`config.mk`:
```
export PLATFORM = sky130hd
export DESIGN_NAME = uart_fifo_core
export DESIGN_NICKNAME = d
export VERILOG_FILES = /design/src/rtl/uart_pkg.sv /design/src/rtl/uart_sync_fifo.sv /design/src/rtl/uart_fifo_core.sv
export SDC_FILE = /design/constraint.sdc
export NUM_CORES = 1
export LEC_CHECK = 0
export CAP_MARGIN = 10
export CORE_ASPECT_RATIO = 0.5
export CORE_MARGIN = 2
export CORE_UTILIZATION = 54
export DETAILED_ROUTE_END_ITERATION = 10
export GPL_TIMING_DRIVEN = 0
export PLACE_DENSITY = 0.77
export SYNTH_ARGS = -nofsm -noshare
export SYNTH_HDL_FRONTEND = slang
export SYNTH_SLANG_ARGS = --single-unit
```
`constraint.sdc`:
```
create_clock -name clk -period 3.5 [get_ports clk]
set_clock_uncertainty 0.1 [all_clocks]
set_input_delay 0.35 -clock clk [delete_from_list [all_inputs] [get_ports clk]]
set_output_delay 0.35 -clock clk [all_outputs]
set_load 0.005 [all_outputs]
```
`src/rtl/uart_pkg.sv`:
```
// Shared types and timing constants for the UART core.
package uart_pkg;
  typedef enum logic [1:0] {PAR_NONE = 2'd0, PAR_EVEN = 2'd1, PAR_ODD = 2'd2} parity_e;
  typedef enum logic [2:0] {RX_IDLE, RX_START, RX_DATA, RX_PARITY, RX_STOP} rx_state_e;
  typedef enum logic [2:0] {TX_IDLE, TX_START, TX_DATA, TX_PARITY, TX_STOP} tx_state_e;
  localparam int OVERSAMPLE = 16;
  localparam int MID_SAMPLE = 8;
endpackage

```
`src/rtl/uart_sync_fifo.sv`:
```
// First-word-fall-through synchronous FIFO with occupancy count.
module uart_sync_fifo #(
  parameter int WIDTH = 8,
  parameter int DEPTH = 16
) (
  input  logic                         clk,
  input  logic                         rst,
  input  logic                         wr_valid_i,
  output logic                         wr_ready_o,
  input  logic [WIDTH-1:0]             wr_data_i,
  output logic                         rd_valid_o,
  input  logic                         rd_ready_i,
  output logic [WIDTH-1:0]             rd_data_o,
  output logic [$clog2(DEPTH+1)-1:0]   count_o
);
  localparam int AW = $clog2(DEPTH);
  localparam int CW = $clog2(DEPTH+1);

  logic [WIDTH-1:0] mem_q [DEPTH];
  logic [AW-1:0]    wr_ptr_q, rd_ptr_q;
  logic [CW-1:0]    count_q;
  logic             push, pop;

  assign wr_ready_o = (count_q != CW'(DEPTH));
  assign rd_valid_o = (count_q != '0);
  assign push       = wr_valid_i && wr_ready_o;
  assign pop        = rd_ready_i && rd_valid_o;
  assign rd_data_o  = mem_q[rd_ptr_q];
  assign count_o    = count_q;

  always_ff @(posedge clk) begin
    if (rst) begin
      wr_ptr_q <= '0;
      rd_ptr_q <= '0;
      count_q  <= '0;
    end else begin
      if (push) wr_ptr_q <= wr_ptr_q + 1'b1;
      if (pop)  rd_ptr_q <= rd_ptr_q + 1'b1;
      count_q <= count_q + CW'(push) - CW'(pop);
    end
  end

  // Storage needs no reset; only the pointers define what is valid.
  always_ff @(posedge clk) begin
    if (push) mem_q[wr_ptr_q] <= wr_data_i;
  end
endmodule

```
`src/rtl/uart_fifo_core.sv`:
```
// Full-duplex UART with FIFO-buffered valid/ready streams, sticky RX error
// flags and an internal RX-to-TX echo path.
module uart_fifo_core import uart_pkg::*; #(
  parameter int CNT_WIDTH  = 24,
  parameter int CNT_INC    = 25770,
  parameter int DATA_BITS  = 8,
  parameter int PARITY     = 0,
  parameter int STOP_BITS  = 1,
  parameter int FIFO_DEPTH = 16
) (
  input  logic                              clk,
  input  logic                              rst,
  input  logic                              uart_rx,
  output logic                              uart_tx,
  input  logic [DATA_BITS-1:0]              tx_data,
  input  logic                              tx_valid,
  output logic                              tx_ready,
  output logic [DATA_BITS-1:0]              rx_data,
  output logic                              rx_valid,
  input  logic                              rx_ready,
  input  logic                              echo,
  input  logic                              err_clr,
  output logic                              rx_overrun,
  output logic                              rx_frame_err,
  output logic                              rx_parity_err,
  output logic [$clog2(FIFO_DEPTH+1)-1:0]   rx_count,
  output logic [$clog2(FIFO_DEPTH+1)-1:0]   tx_count
);
  localparam parity_e    PAR_MODE  = parity_e'(2'(PARITY));
  localparam logic [3:0] LAST_TICK = 4'(OVERSAMPLE-1);
  localparam logic [3:0] MID_TICK  = 4'(MID_SAMPLE-1);
  localparam logic [2:0] LAST_BIT  = 3'(DATA_BITS-1);
  localparam logic       STOP_LAST = 1'(STOP_BITS-1);

  // Baud accumulator: carry-out is the 16x oversample tick.
  logic [CNT_WIDTH-1:0] acc_q;
  logic [CNT_WIDTH:0]   acc_sum;
  logic                 tick;
  assign acc_sum = {1'b0, acc_q} + (CNT_WIDTH+1)'(CNT_INC);
  assign tick    = acc_sum[CNT_WIDTH];

  logic rx_meta_q, rx_s_q, rx_prev_q, rx_fall;
  assign rx_fall = rx_prev_q && !rx_s_q;

  logic [DATA_BITS-1:0] rxf_rd_data, txf_wr_data, txf_rd_data;
  logic rxf_wr_valid, rxf_wr_ready, rxf_rd_valid, rxf_rd_ready;
  logic txf_wr_valid, txf_wr_ready, txf_rd_valid, txf_pop;

  rx_state_e            rx_state_q, rx_state_d;
  logic [3:0]           rx_cnt_q, rx_cnt_d;
  logic [2:0]           rx_bit_q, rx_bit_d;
  logic [DATA_BITS-1:0] rx_shift_q, rx_shift_d;
  logic                 rx_par_q, rx_par_d;
  logic                 rx_done, rx_bit_end, par_bad;
  logic                 ovr_q, ferr_q, perr_q;
  logic                 ferr_set, perr_set, ovr_set;

  tx_state_e            tx_state_q, tx_state_d;
  logic [3:0]           tx_cnt_q, tx_cnt_d;
  logic [2:0]           tx_bit_q, tx_bit_d;
  logic [DATA_BITS-1:0] tx_shift_q, tx_shift_d;
  logic                 tx_par_q, tx_par_d;
  logic                 tx_stop_q, tx_stop_d;
  logic                 tx_q, tx_d;
  logic                 tx_bit_end, tx_load;

  assign rx_bit_end = tick && (rx_cnt_q == LAST_TICK);
  assign tx_bit_end = tick && (tx_cnt_q == LAST_TICK);

  always_comb begin
    rx_state_d = rx_state_q;
    rx_cnt_d   = rx_cnt_q;
    rx_bit_d   = rx_bit_q;
    rx_shift_d = rx_shift_q;
    rx_par_d   = rx_par_q;
    rx_done    = 1'b0;
    if (tick) rx_cnt_d = rx_cnt_q + 4'd1;
    case (rx_state_q)
      RX_IDLE: begin
        rx_cnt_d = '0;
        if (rx_fall) rx_state_d = RX_START;
      end
      RX_START: if (tick && rx_cnt_q == MID_TICK) begin
        rx_cnt_d   = '0;
        rx_bit_d   = '0;
        rx_state_d = rx_s_q ? RX_IDLE : RX_DATA;
      end
      RX_DATA: if (rx_bit_end) begin
        rx_shift_d = {rx_s_q, rx_shift_q[DATA_BITS-1:1]};
        rx_bit_d   = rx_bit_q + 3'd1;
        if (rx_bit_q == LAST_BIT)
          rx_state_d = (PAR_MODE == PAR_NONE) ? RX_STOP : RX_PARITY;
      end
      RX_PARITY: if (rx_bit_end) begin
        rx_par_d   = rx_s_q;
        rx_state_d = RX_STOP;
      end
      RX_STOP: if (rx_bit_end) begin
        rx_done    = 1'b1;
        rx_state_d = RX_IDLE;
      end
      default: rx_state_d = RX_IDLE;
    endcase
  end

  // Disposition priority: framing, then parity, then overrun.
  assign par_bad      = (PAR_MODE != PAR_NONE) &&
                        (rx_par_q != ((^rx_shift_q) ^ (PAR_MODE == PAR_ODD)));
  assign ferr_set     = rx_done && !rx_s_q;
  assign perr_set     = rx_done && rx_s_q && par_bad;
  assign rxf_wr_valid = rx_done && rx_s_q && !par_bad;
  assign ovr_set      = rxf_wr_valid && !rxf_wr_ready;

  always_comb begin
    tx_state_d = tx_state_q;
    tx_cnt_d   = tx_cnt_q;
    tx_bit_d   = tx_bit_q;
    tx_shift_d = tx_shift_q;
    tx_par_d   = tx_par_q;
    tx_stop_d  = tx_stop_q;
    tx_d       = tx_q;
    tx_load    = 1'b0;
    txf_pop    = 1'b0;
    if (tick) tx_cnt_d = tx_cnt_q + 4'd1;
    case (tx_state_q)
      TX_IDLE: begin
        tx_cnt_d = '0;
        tx_load  = tick && txf_rd_valid;
      end
      TX_START: if (tx_bit_end) begin
        tx_state_d = TX_DATA;
        tx_bit_d   = '0;
        tx_d       = tx_shift_q[0];
      end
      TX_DATA: if (tx_bit_end) begin
        if (tx_bit_q == LAST_BIT) begin
          if (PAR_MODE == PAR_NONE) begin
            tx_state_d = TX_STOP;
            tx_stop_d  = 1'b0;
            tx_d       = 1'b1;
          end else begin
            tx_state_d = TX_PARITY;
            tx_d       = tx_par_q;
          end
        end else begin
          tx_bit_d   = tx_bit_q + 3'd1;
          tx_shift_d = tx_shift_q >> 1;
          tx_d       = tx_shift_q[1];
        end
      end
      TX_PARITY: if (tx_bit_end) begin
        tx_state_d = TX_STOP;
        tx_stop_d  = 1'b0;
        tx_d       = 1'b1;
      end
      TX_STOP: if (tx_bit_end) begin
        if (tx_stop_q == STOP_LAST) begin
          tx_state_d = TX_IDLE;
          tx_load    = txf_rd_valid;
        end else begin
          tx_stop_d = 1'b1;
        end
      end
      default: tx_state_d = TX_IDLE;
    endcase
    // Loading straight out of the last stop tick keeps frames gap-free.
    if (tx_load) begin
      txf_pop    = 1'b1;
      tx_state_d = TX_START;
      tx_shift_d = txf_rd_data;
      tx_par_d   = (^txf_rd_data) ^ (PAR_MODE == PAR_ODD);
      tx_cnt_d   = '0;
      tx_d       = 1'b0;
    end
  end

  always_ff @(posedge clk) begin
    if (rst) begin
      acc_q      <= '0;
      rx_meta_q  <= 1'b1;
      rx_s_q     <= 1'b1;
      rx_prev_q  <= 1'b1;
      rx_state_q <= RX_IDLE;
      rx_cnt_q   <= '0;
      rx_bit_q   <= '0;
      rx_shift_q <= '0;
      rx_par_q   <= 1'b0;
      ovr_q      <= 1'b0;
      ferr_q     <= 1'b0;
      perr_q     <= 1'b0;
      tx_state_q <= TX_IDLE;
      tx_cnt_q   <= '0;
      tx_bit_q   <= '0;
      tx_shift_q <= '0;
      tx_par_q   <= 1'b0;
      tx_stop_q  <= 1'b0;
      tx_q       <= 1'b1;
    end else begin
      acc_q      <= acc_sum[CNT_WIDTH-1:0];
      rx_meta_q  <= uart_rx;
      rx_s_q     <= rx_meta_q;
      rx_prev_q  <= rx_s_q;
      rx_state_q <= rx_state_d;
      rx_cnt_q   <= rx_cnt_d;
      rx_bit_q   <= rx_bit_d;
      rx_shift_q <= rx_shift_d;
      rx_par_q   <= rx_par_d;
      ovr_q      <= (ovr_q  && !err_clr) || ovr_set;
      ferr_q     <= (ferr_q && !err_clr) || ferr_set;
      perr_q     <= (perr_q && !err_clr) || perr_set;
      tx_state_q <= tx_state_d;
      tx_cnt_q   <= tx_cnt_d;
      tx_bit_q   <= tx_bit_d;
      tx_shift_q <= tx_shift_d;
      tx_par_q   <= tx_par_d;
      tx_stop_q  <= tx_stop_d;
      tx_q       <= tx_d;
    end
  end

  // Echo steers the RX FIFO head into the TX FIFO and hides both host streams.
  assign rxf_rd_ready = echo ? txf_wr_ready : rx_ready;
  assign txf_wr_valid = echo ? rxf_rd_valid : tx_valid;
  assign txf_wr_data  = echo ? rxf_rd_data  : tx_data;

  uart_sync_fifo #(.WIDTH(DATA_BITS), .DEPTH(FIFO_DEPTH)) u_rx_fifo (
    .clk(clk), .rst(rst),
    .wr_valid_i(rxf_wr_valid), .wr_ready_o(rxf_wr_ready), .wr_data_i(rx_shift_q),
    .rd_valid_o(rxf_rd_valid), .rd_ready_i(rxf_rd_ready), .rd_data_o(rxf_rd_data),
    .count_o(rx_count)
  );

  uart_sync_fifo #(.WIDTH(DATA_BITS), .DEPTH(FIFO_DEPTH)) u_tx_fifo (
    .clk(clk), .rst(rst),
    .wr_valid_i(txf_wr_valid), .wr_ready_o(txf_wr_ready), .wr_data_i(txf_wr_data),
    .rd_valid_o(txf_rd_valid), .rd_ready_i(txf_pop), .rd_data_o(txf_rd_data),
    .count_o(tx_count)
  );

  assign uart_tx       = tx_q;
  assign rx_data       = rxf_rd_data;
  assign rx_valid      = rxf_rd_valid && !echo;
  assign tx_ready      = txf_wr_ready && !echo;
  assign rx_overrun    = ovr_q;
  assign rx_frame_err  = ferr_q;
  assign rx_parity_err = perr_q;
endmodule

```
======== Word level (Yosys, flattened, before mapping) ========
Memories as Yosys holds them, arrays and structs flattened. A register that Yosys moved wholly into a read port is not among the register bits.
Index checks and enable logic that the tools add are counted.
word-level totals
  output and inout port bits .............. 24
  memories kept ........................... 2
  logic and storage cells ................. 179
  bits in writable memories ............... 256
  register bits after elaboration ......... 94
cells by class
  equal/unequal tests ..................... 36
  reductions and logical operators ........ 44
  mux-type cells .......................... 59
  bitwise operators ....................... 1
  $add $sub $neg .......................... 13
memory list
  name             words  bits a word  read ports  clocked after Yosys merged registers in  write ports  line                  RTL
  u_rx_fifo.mem_q  16     8            1           1                                        1            uart_sync_fifo.sv:19  logic [WIDTH-1:0] mem_q [DEPTH];
  u_tx_fifo.mem_q  16     8            1           1                                        1            uart_sync_fifo.sv:19
operators by type and width
  cell                    count
  $mux 3                  17
  $mux 8                  5
  $ne 2x2->1 const B      15
  $pmux 3 s5              2
  $add 24x15->25 const B  1
  $add 4x1->4 const B     6
  $mux 4                  6
  $mux 1                  22
  $ne 3x3->1 const B      6
  $logic_and 1x1->1       17
  $reduce_and 7->1        2
  $eq 3x2->1 const B      4
  $eq 3x3->1 const B      4
  $pmux 3 s2              2
  $add 5x1->5             2
  $ne 5x5->1 const B      2
  $reduce_bool 5->1       2
  $sub 5x1->5             2
  $eq 4x4->1 const B      2
  $pmux 4 s2              1
  $reduce_and 4->1        2
  $reduce_bool 2->1       4
  $add 3x1->3 const B     2
  $eq 3x1->1 const B      2
  16 further kinds        23

======== Logic depth before layout (Yosys ltp) ========
  depth after elaboration ................. 8
  mapped depth ............................ 15

======== Modules after synthesis ========
From an unflattened synthesis, not the netlist that was laid out.
unflattened totals
  cells, all modules ...................... 957
  area total of the unflattened synthesis .. 14772.9 sq um
by module, submodules not included
  module          seq. area each (sq um)  area each (sq um)  cells an instance  instances
  uart_sync_fifo  4184.0                  5810.6             308                2
  uart_fifo_core  1321.3                  3151.8             341                1

======== Least setup slack after synthesis ========
Ideal clock, no wire load.
  path type ............................... flip-flop to flip-flop
  from .................................... register acc_q[11]
  to ...................................... register u_tx_fifo.count_q[4], in the netlist u_tx_fifo.count_o[4]
  setup time .............................. 70 ps
  data arrival time ....................... 3022 ps
  required time ........................... 3330 ps
  cell stages (with the launch flop) ...... 16
  buffers on the path ..................... 1
  slack ................................... 308 ps
  path through ............................ dfxtp_1 > buf_2 > and4b_1 > a222oi_1 > a21o_1 > nor2_1 > nand2_1 > inv_2 > ha_1 > inv_1 > ha_1 > fa_1 > a21oi_1 > nor2_1 > or3_1 > a21oi_1
between the ends
  word-level cells in the longest chain between the ends .. 7
ends and longest elaborated chain
  element                   line                   RTL
  start: declaration        uart_fifo_core.sv:36   logic [CNT_WIDTH-1:0] acc_q;
  start signal: assignment  uart_fifo_core.sv:199  acc_q <= acc_sum[CNT_WIDTH-1:0];
  $add 24x15->25 *          uart_fifo_core.sv:39   assign acc_sum = {1'b0, acc_q} + (CNT_WIDTH+1)'(CNT_INC);
  $logic_and 1x1->1         uart_fifo_core.sv:68   assign tx_bit_end = tick && (tx_cnt_q == LAST_TICK);
  $mux 1                    uart_fifo_core.sv:156  TX_STOP: if (tx_bit_end) begin
  $pmux 1 s2 *              uart_fifo_core.sv:125  case (tx_state_q)
  $mux 1 *                  uart_fifo_core.sv:167  if (tx_load) begin
  $logic_and 1x1->1 *       uart_sync_fifo.sv:27   assign pop = rd_ready_i && rd_valid_o;
  net u_tx_fifo.pop         uart_sync_fifo.sv:22   logic push, pop;
  $sub 5x1->5 *             uart_sync_fifo.sv:39   count_q <= count_q + CW'(push) - CW'(pop);
  end signal: assignment    uart_sync_fifo.sv:39
  end: declaration          uart_sync_fifo.sv:21   logic [CW-1:0] count_q;
Mark *: on every way through the listed nets, which the timed path passes. The rest lies on a longest branch.
A chain may end at the register's enable or synchronous reset.

======== Worst setup path after layout ========
  from .................................... register acc_q[8]
  to ...................................... register u_tx_fifo.count_q[4], in the netlist u_tx_fifo.count_o[4]
Same word-level chain as after synthesis.

==> flow_summary.json <==
{
  "synth_common_cells": "edfxtp_1, dfxtp_1, nor2_1",
  "die_h_um": 120.5,
  "fin_util_pct": 62.25,
  "synth_ff_type": "edfxtp_1",
  "yosysMostFrequentCell": "edfxtp_1",
  "crit_slowest_cell": "a222oi_1",
  "setup_viol": 0,
  "p_leak_nw": 5.548,
  "rrSetupSlack_ns": 0.03,
  "gp_congestion": 0.8645,
  "h-tree-depth": 1,
  "synth_edf_count": 256,
  "drive_above_1_share_pct": 16.27,
  "synthArstFlopShare_pct": 0,
  "maxSlewViolCount": 0,
  "syn_nets": 1011,
  "min_period_over_period_pct": 99.09,
  "ys_seq_area_share_pct": 66.14,
  "ir_worst_vdd_uv": 376.5,
  "synth_cell_types": 62,
  "cts_tree": "done",
  "cts.path.max_buffers": 3,
  "worstSetupStartpointType": "flip-flop",
  "crit_arrival_ns": 3.86,
  "clock_latency_ns": 0.56,
  "drc": 0,
  "grt_pass1_wl_mm": 46.90,
  "final_area_mm2": 0.01652,
  "std_cell_rows": 42,
  "drtIter0Drc": 759,
  "synthTopCellsByArea": "edfxtp_1, dfxtp_1, mux4_2",
  "dp_hpwl_mm": 20.30,
  "synth_warnings": 0,
  "vias": 8458,
  "syn_inst": 965,
  "end_kind": "flip-flop",
  "postRouteAntennaNets": 0,
  "portBuffers": 37,
  "worstPathRequired_ns": 3.89,
  "nNetsFinal": 1087,
  "syn_area_mm2": 0.01465,
  "path_class": "reg2reg",
  "path_common_cell": "a21oi_2",
  "critPathMaxStageDelay_ns": 0.49,
  "start_util_pct": 55.21,
  "antenna_found_initial": 1,
  "timing.rr.end": "u_tx_fifo.count_o[4]",
  "critPathMaxFanout": 8,
  "numCtsBuffers": 30,
  "postPlaceCellArea_mm2": 0.01548,
  "hold_path_class": "in2reg",
  "antenna_cells": 0,
  "coreArea_mm2": 0.02654,
  "syn2layout_area_growth_pct": 12.76,
  "synth.avg_cell_area_um2": 15.18,
  "synth_top_area_share_pct": 52.47,
  "cts.sinks": 356,
  "grt_usage_pct": 21.69,
  "final_hold_viol_count": 0,
  "endpoint": "u_tx_fifo.count_o[4]",
  "reg2regPathDepth": 15,
  "root_buffer": "clkbuf_16",
  "relSlewSlack_pct": 30.38,
  "status": "finished, final reports clean",
  "chipWidth_um": 236.9,
  "io_pins": 39,
  "grt_pass1_vias": 8327,
  "drt_wl_total_mm": 30.49,
  "final.min_clock_period_ns": 3.468,
  "grt_max_degree": 19,
  "dr.pass1.iters": 6,
  "startpoint": "acc_q[8]",
  "cellPowerDensity_mw_per_mm2": 640.5,
  "ys_seq_elements": 356,
  "cts_hold_buf": 0,
  "cts.clk_slew.worst_paths_ns": 0.07,
  "routed_via_density": 5.977,
  "max-cap-violations": 0,
  "rsz0062_at_grt": "true",
  "r2r_start": "acc_q[8]",
  "die_area_mm2": 0.02854,
  "wl_per_cell_um": 21.54,
  "worstMarginPinSlew_ns": 1.040,
  "path_cells": "buf_2 -> and4b_1 -> a222oi_1 -> a21o_1 -> nor2_4 -> nand2_2 -> inv_4 -> ha_1 -> inv_1 -> ha_2 -> fa_2 -> a21oi_2 -> nor2_1 -> or3_1 -> a21oi_2",
  "yosysTopAreaCell": "edfxtp_1",
  "overflow": 0,
  "fmax_ghz": 0.2883
}
[sequential cells by signal, summed over array words and instances (netlist names), 5 cells and up, named ones only]
register / count
u_rx_fifo.mem_q: 128
u_tx_fifo.mem_q: 128
acc_q: 23
rx_shift_q: 8
tx_shift_q: 8
u_rx_fifo.count_o: 5
u_tx_fifo.count_o: 5
[power breakdown]
| group | switching [W] | leakage, nW | internal [W] |
|---|---|---|---|
| Combinational | 0.00123 | 1.96 | 0.00113 |
| Sequential | 0.000182 | 3.16 | 0.00488 |
| Clock | 0.00144 | 0.434 | 0.00171 |
[cell usage in the layout (no fill, tap or decap), types with 12 or more instances in the layout]
cell / n
ha_1: 28
nor3_1: 14
xor2_1: 24
nor2b_1: 12
dfxtp_1: 99
clkbuf_16: 31
xnor2_1: 18
and2_1: 19
o21ai_0: 14
mux4_2: 69
mux2i_1: 25
clkbuf_1: 34
clkdlybuf4s50_1: 37
a21oi_1: 26
a22o_1: 13
nor2_1: 94
inv_1: 24
nand2_1: 43
edfxtp_1: 256
[cells by family after synthesis]
group / share of synthesized area (%)
muxes: 13.16
AOI/OAI and AO/OA: 4.877
DFF: 66.14
buffers and inverters: 1.973
xor gates and xnor gates: 2.511
adders and majority gates: 2.750
and+or+nand+nor: 8.592
[worst min path at each step]
stage              start         to  cells after the start
2_1_floorplan  rx_meta_q     rx_s_q                      1
3_3_place_gp   rx_meta_q     rx_s_q                      1
3_5_place_dp   rx_meta_q     rx_s_q                      1
4_1_cts          uart_rx  rx_meta_q                      2
5_1_grt          uart_rx  rx_meta_q                      2
6_report         uart_rx  rx_meta_q                      2
[critical path: cells and delay by family (launching register included)]
| kind | cells | cell delay (ns) |
|---|---|---|
| compound gates | 4 | 1.08 |
| fa+ha+maj | 3 | 0.83 |
| simple gates | 5 | 0.82 |
| flops | 1 | 0.29 |
| buf+inv | 3 | 0.26 |
[per-layer routing]
layer | vias to the layer above | GRT usage [%] | routed length, µm
li1 | 3820 | - | -
met1 | 4307 | 30.14 | 13120
met2 | 276 | 35.72 | 14850
met3 | 53 | 4.475 | 1945
met4 | 2 | 5.103 | 546
met5 | - | 0 | 19
[timing repair]
item / CTS / global route
endpoints found under the setup margin: 70 / 7
endpoints found under the hold margin: 0 / 0
pin swaps: 0 / 6
resized for setup: 12 / 12
gates cloned: 0 / 0
setup buffers: 0 / 7
[stage by stage]
step                total power, W  std cells  setup TNS [ns]  setup WS, ns  hold WS, ns
floorplan                 0.006611        965               0        0.3080       0.2895
global placement          0.007337       1354          -15.38       -0.5522       0.2919
detailed placement        0.007425       1355          -5.423       -0.2695       0.2989
CTS                        0.01058       1408         -0.1838       -0.1838       0.2309
global route               0.01101       1415         -0.1654       -0.1654       0.2562
finish                     0.01058       1415               0       0.03172       0.2497
[area by class of cell]
type | instances | area (µm²)
inverter | 26 | 101.3
timing repair buffer | 45 | 430.4
multi-input combinational | 536 | 4736
sequential | 356 | 9691
fill | 1854 | 10020
tap | 352 | 440.4
clock inverter | 13 | 88.84
clock buffer | 41 | 823.3
buffer | 46 | 209.0
Power figures use the tool's default switching activity.
